File: src/rtl/mem_controller.sv
// Burst requester for a single-port synchronous RAM: turns host read/write bursts
// into RAM address/data/write-enable cycles and streams read data back to the host.
module mem_controller #(
    parameter int DATA_W = 32,
    parameter int ADDR_W = 6,
    parameter int LEN_W  = 4
) (
    input  logic              mem_clk,
    input  logic              mem_reset,
    input  logic              req_valid,
    output logic              req_ready,
    input  logic              req_write,
    input  logic [ADDR_W-1:0] req_addr,
    input  logic [LEN_W-1:0]  req_len,
    input  logic              wr_valid,
    output logic              wr_ready,
    input  logic [DATA_W-1:0] wr_data,
    output logic              rd_valid,
    input  logic              rd_ready,
    output logic [DATA_W-1:0] rd_data,
    output logic              rd_last,
    output logic              busy,
    output logic [ADDR_W-1:0] mc_address_mem,
    output logic [DATA_W-1:0] mem_data_in,
    output logic              mem_we,
    input  logic [DATA_W-1:0] mem_data_out
);

    // Every host channel uses valid/ready: a transfer happens on a rising edge
    // where both are high; valid never waits on ready, and data is held while
    // valid is high and ready is low.

    typedef enum logic [1:0] {
        IDLE       = 2'd0,
        WRITE      = 2'd1,
        READ_ISSUE = 2'd2,
        READ_DATA  = 2'd3
    } state_t;

    // state, cur_addr and remaining are the observable FSM context.
    state_t            state;
    logic [ADDR_W-1:0] cur_addr;
    logic [LEN_W-1:0]  remaining;
    logic              last_beat;

    assign last_beat = (remaining == '0);
    assign rd_data   = mem_data_out;

    always_ff @(posedge mem_clk) begin
        if (mem_reset) begin
            state     <= IDLE;
            cur_addr  <= '0;
            remaining <= '0;
        end else begin
            case (state)
                IDLE: begin
                    if (req_valid) begin
                        cur_addr  <= req_addr;
                        remaining <= req_len;
                        state     <= req_write ? WRITE : READ_ISSUE;
                    end
                end
                WRITE: begin
                    if (wr_valid) begin
                        if (last_beat) begin
                            state <= IDLE;
                        end else begin
                            cur_addr  <= cur_addr + ADDR_W'(1);
                            remaining <= remaining - LEN_W'(1);
                        end
                    end
                end
                READ_ISSUE: begin
                    state <= READ_DATA;
                end
                READ_DATA: begin
                    if (rd_ready) begin
                        if (last_beat) begin
                            state <= IDLE;
                        end else begin
                            cur_addr  <= cur_addr + ADDR_W'(1);
                            remaining <= remaining - LEN_W'(1);
                        end
                    end
                end
                default: state <= IDLE;
            endcase
        end
    end

    // Outputs are gated by reset so an in-flight burst stops on the very cycle
    // reset is raised, before the state register has been cleared.
    always_comb begin
        req_ready      = 1'b0;
        wr_ready       = 1'b0;
        rd_valid       = 1'b0;
        rd_last        = 1'b0;
        busy           = 1'b0;
        mem_we         = 1'b0;
        mc_address_mem = '0;
        mem_data_in    = '0;
        if (!mem_reset) begin
            busy           = (state != IDLE);
            mc_address_mem = cur_addr;
            case (state)
                IDLE: req_ready = 1'b1;
                WRITE: begin
                    wr_ready    = 1'b1;
                    mem_we      = wr_valid;
                    mem_data_in = wr_data;
                end
                READ_DATA: begin
                    rd_valid = 1'b1;
                    rd_last  = last_beat;
                    // Prefetch the next word so the RAM output is ready on the next beat.
                    if (rd_ready && !last_beat) begin
                        mc_address_mem = cur_addr + ADDR_W'(1);
                    end
                end
                default: ;
            endcase
        end
    end

endmodule

File: config.mk
export PLATFORM = sky130hd
export DESIGN_NAME = mem_controller
export DESIGN_NICKNAME = d
export VERILOG_FILES = /design/src/rtl/mem_controller.sv
export SDC_FILE = /design/constraint.sdc
export NUM_CORES = 1
export LEC_CHECK = 0
export BUFFER_PORTS_ARGS = -buffer_cell sky130_fd_sc_hd__buf_4
export CELL_PAD_IN_SITES_DETAIL_PLACEMENT = 1
export CELL_PAD_IN_SITES_GLOBAL_PLACEMENT = 1
export CORE_ASPECT_RATIO = 1.25
export CORE_UTILIZATION = 21
export DETAILED_ROUTE_END_ITERATION = 10
export PLACE_DENSITY_LB_ADDON = 0.1
export SLEW_MARGIN = 5
export SYNTH_ARGS = -nofsm -noshare
export SYNTH_HDL_FRONTEND = slang
export SYNTH_SLANG_ARGS = --single-unit
File: constraint.sdc
create_clock -name mem_clk -period 1.95 [get_ports mem_clk]
set_input_delay 0.195 -clock mem_clk [delete_from_list [all_inputs] [get_ports mem_clk]]
set_output_delay 0.195 -clock mem_clk [all_outputs]
set_load 0.02 [all_outputs]
==> flow_summary.yaml <==
finish:
  drive_gt1_share_pct: 52.8
  final_cell_mix: "buf_4, and2_1, nor2_1"
  area_growth_pct: 53.7
  layout.cells.non_filler: 333
  fin_nets: 331
  n_antenna_cell: 0
  final_common_cell: "buf_4"
global_route:
  antenna_found_initial: 0
  grt_pass1_vias: 1510
  grt_max_degree: 35
  grt-ovfl-total: 0
  grt_pass1_wl_um: 7650
  track_usage_pct: 14.6
timing:
  fin_crit_sh_pct: 96.9
  fin_crit_ns: 1.89
  setup-violations-final: 0
  finClkSkew_ns: 0.000953
  rsz0062_at_grt: "yes"
  fin_ws_ns: 0.0608
  worst_pin_slew_ns: 0.261
  relSlewSlack_pct: 82.6
  max_freq_mhz: 529
  hold_viol_final: 0
  slew_viol_final: 0
synthesis:
  syn_area_per_cell_sq_um: 7.57
  muxShareOfSynthArea_pct: 6.18
  synth_edf_count: 0
  synth_top_family_by_area: "simple AND/OR/NAND/NOR gates"
  syn_nets: 264
  ys_warn_count: 0
  syn_inst: 182
  ys_seq_elements: 12
  synth_compound_area_share_pct: 12.8
  ys_types: 41
  synth_ff_type: "dfxtp_1"
  synth_fa_ha_area_share_pct: 1.82
  ys_seq_area_share_pct: 17.4
  synthArstFlopShare_pct: 0
  synthXorXnorAreaFrac_pct: 2.54
  syn_area_sq_um: 1380
  synthSimpleGateAreaFrac_pct: 37.1
placement:
  globalplace.congestion: 0.717
  post-place-ws_ns: 0.108
  buffer_ports.inserted: 91
  placed_cells: 326
  place_hpwl_um: 4030
pwr:
  p_int_uw: 742
  p_clk_share_pct: 24.2
  p_switching_uw: 406
  power.share.switching_pct: 35.4
  power_mw: 1.15
  combPwrFrac_pct: 48.0
  ir_worst_vdd_mv: 0.200
  seqPwrFrac_pct: 27.8
  leakage_nw: 0.984
  p_per_area_nw_per_um2: 542
clocking:
  clk_path_buf_depth: 2
  cts_hold_buf: 0
  root_buffer: "clkbuf_8"
  worstSkewPairLatency_ns: 0.24
  htreeDepth: 1
  numCtsBuffers: 3
  cts_sinks: 12
  path_clk_slew_ns: 0.06
  cts_tree: "done"
die:
  die_y_um: 92.6
  core_area_sq_um: 6250
  pin_count: 156
  start_util_pct: 22.1
  rows: 32
  die_width_um: 74.4
  die_area_sq_um: 6890
routing:
  wl_per_cell_um: 14.8
  drc: 0
  drt_iter0_markers: 30
  first_pass_iters: 2
  vias: 1468
  viasPerCell: 4.41
  drtAntennaViolNets: 0
  routed_wl_um: 4910
flow_run:
  drv_cap: 0
worst_setup_path:
  critPathArrivalTime_ns: 1.69
  worst-path-max-fanout: 3
  r2r_cells: 8
  r2r-start: "remaining[1]"
  timing_worst_setup_path_type: "flop to primary output"
  required_ns: 1.75
  r2r-end: "remaining[1]"
  critPathLaunchType: "flop"
  r2r_slack_ns: 0.16
  endpoint_kind: "primary output"
min_path:
  holdPathStages: 3
  min_to: "state[0]"
  hold_class: "primary input to flop"
  hp-start: "req_write"
run_status:
  status: "finished clean"
worst max-delay path: stages, from the launching register on:
cell and delay, ns:
dfxtp_2 0.33, inv_2 0.05, ha_4 0.16, or3b_4 0.25, nand2b_4 0.06, or3_1 0.30
a21oi_1 0.15, buf_4 0.16
worst max path at each step:
stage                             end         start  slack (ns)
global route        mc_address_mem[5]  remaining[1]      -0.002
finish              mc_address_mem[5]  remaining[1]        0.06
floorplan           mc_address_mem[5]  remaining[0]        0.16
global placement    mc_address_mem[5]  remaining[0]        0.14
detailed placement  mc_address_mem[5]  remaining[0]        0.11
CTS                 mc_address_mem[5]  remaining[0]     -0.0008
kinds of logic after synthesis:
kind of cell | count (synthesis)
AOI/OAI and AO/OA | 25
xor gates and xnor gates | 4
adders and majority gates | 2
buffers and inverters | 46
DFF | 12
muxes | 8
and+or+nand+nor | 85
synthesized netlist by cell type (all sizes together) (2+ instances only):
cell type / n / area [sq um]
and2: 35 / 219
buf: 34 / 259
dfxtp: 12 / 240
nor2: 12 / 45.0
a21oi: 7 / 35.0
clkbuf: 7 / 26.3
mux2i: 7 / 70.1
nand2: 7 / 26.3
inv: 5 / 18.8
nand3: 5 / 30.0
nor3b: 5 / 48.8
a31oi: 4 / 40.0
nor3: 4 / 20.0
xnor2: 4 / 35.0
a211oi: 3 / 22.5
nand2b: 3 / 18.8
nor2b: 3 / 18.8
o21ai: 3 / 15.0
or2: 3 / 18.8
ha: 2 / 25.0
o32ai: 2 / 17.5
or3b: 2 / 17.5
sequential cells by signal, summed over array words and instances (netlist names):
signal and count:
remaining 4, cur_addr 6, state 2
layer usage:
| metal | track usage (%) | vias to the layer above | share of wire, % |
|---|---|---|---|
| li1 | - | 707 | - |
| met1 | 16.2 | 668 | 38 |
| met2 | 25.4 | 66 | 52 |
| met3 | 3.81 | 27 | 7.4 |
| met4 | 6.45 | 0 | 2.8 |
| met5 | 0 | - | 0 |
cell type report:
cell class / count / area (sq um)
fillers: 790 / 4130
clock buffers: 4 / 55.1
multi-input cells: 124 / 903
well taps: 85 / 106
repair buffers: 103 / 785
inverters: 5 / 18.8
flip-flops and latches: 12 / 249
stage by stage:
step                utilization [%]    TNS, ns  hold WS (ns)  cell area (sq um)
finish                         33.9          0         0.220               2120
global route                   33.9   -0.00402         0.245               2120
CTS                            32.9  -0.000770         0.226               2060
detailed placement             31.3          0         0.390               1950
global placement               31.3          0         0.390               1950
floorplan                         -          0         0.342               1380
power by group through the flow:
stage	logic [mW]	registers (mW)	clock network, mW
CTS	0.536	0.314	0.290
detailed placement	0.504	0.315	0
floorplan	0.382	0.305	0
global placement	0.504	0.316	0
global route	0.601	0.325	0.304
finish	0.551	0.319	0.278
timing repair:
item	CTS	global route
setup endpoints to repair	38	38
pin swaps	1	3
setup buffers	2	1
resized for setup	10	14
hold endpoints to repair	0	0
No activity file was read; power rests on OpenSTA's default activity.
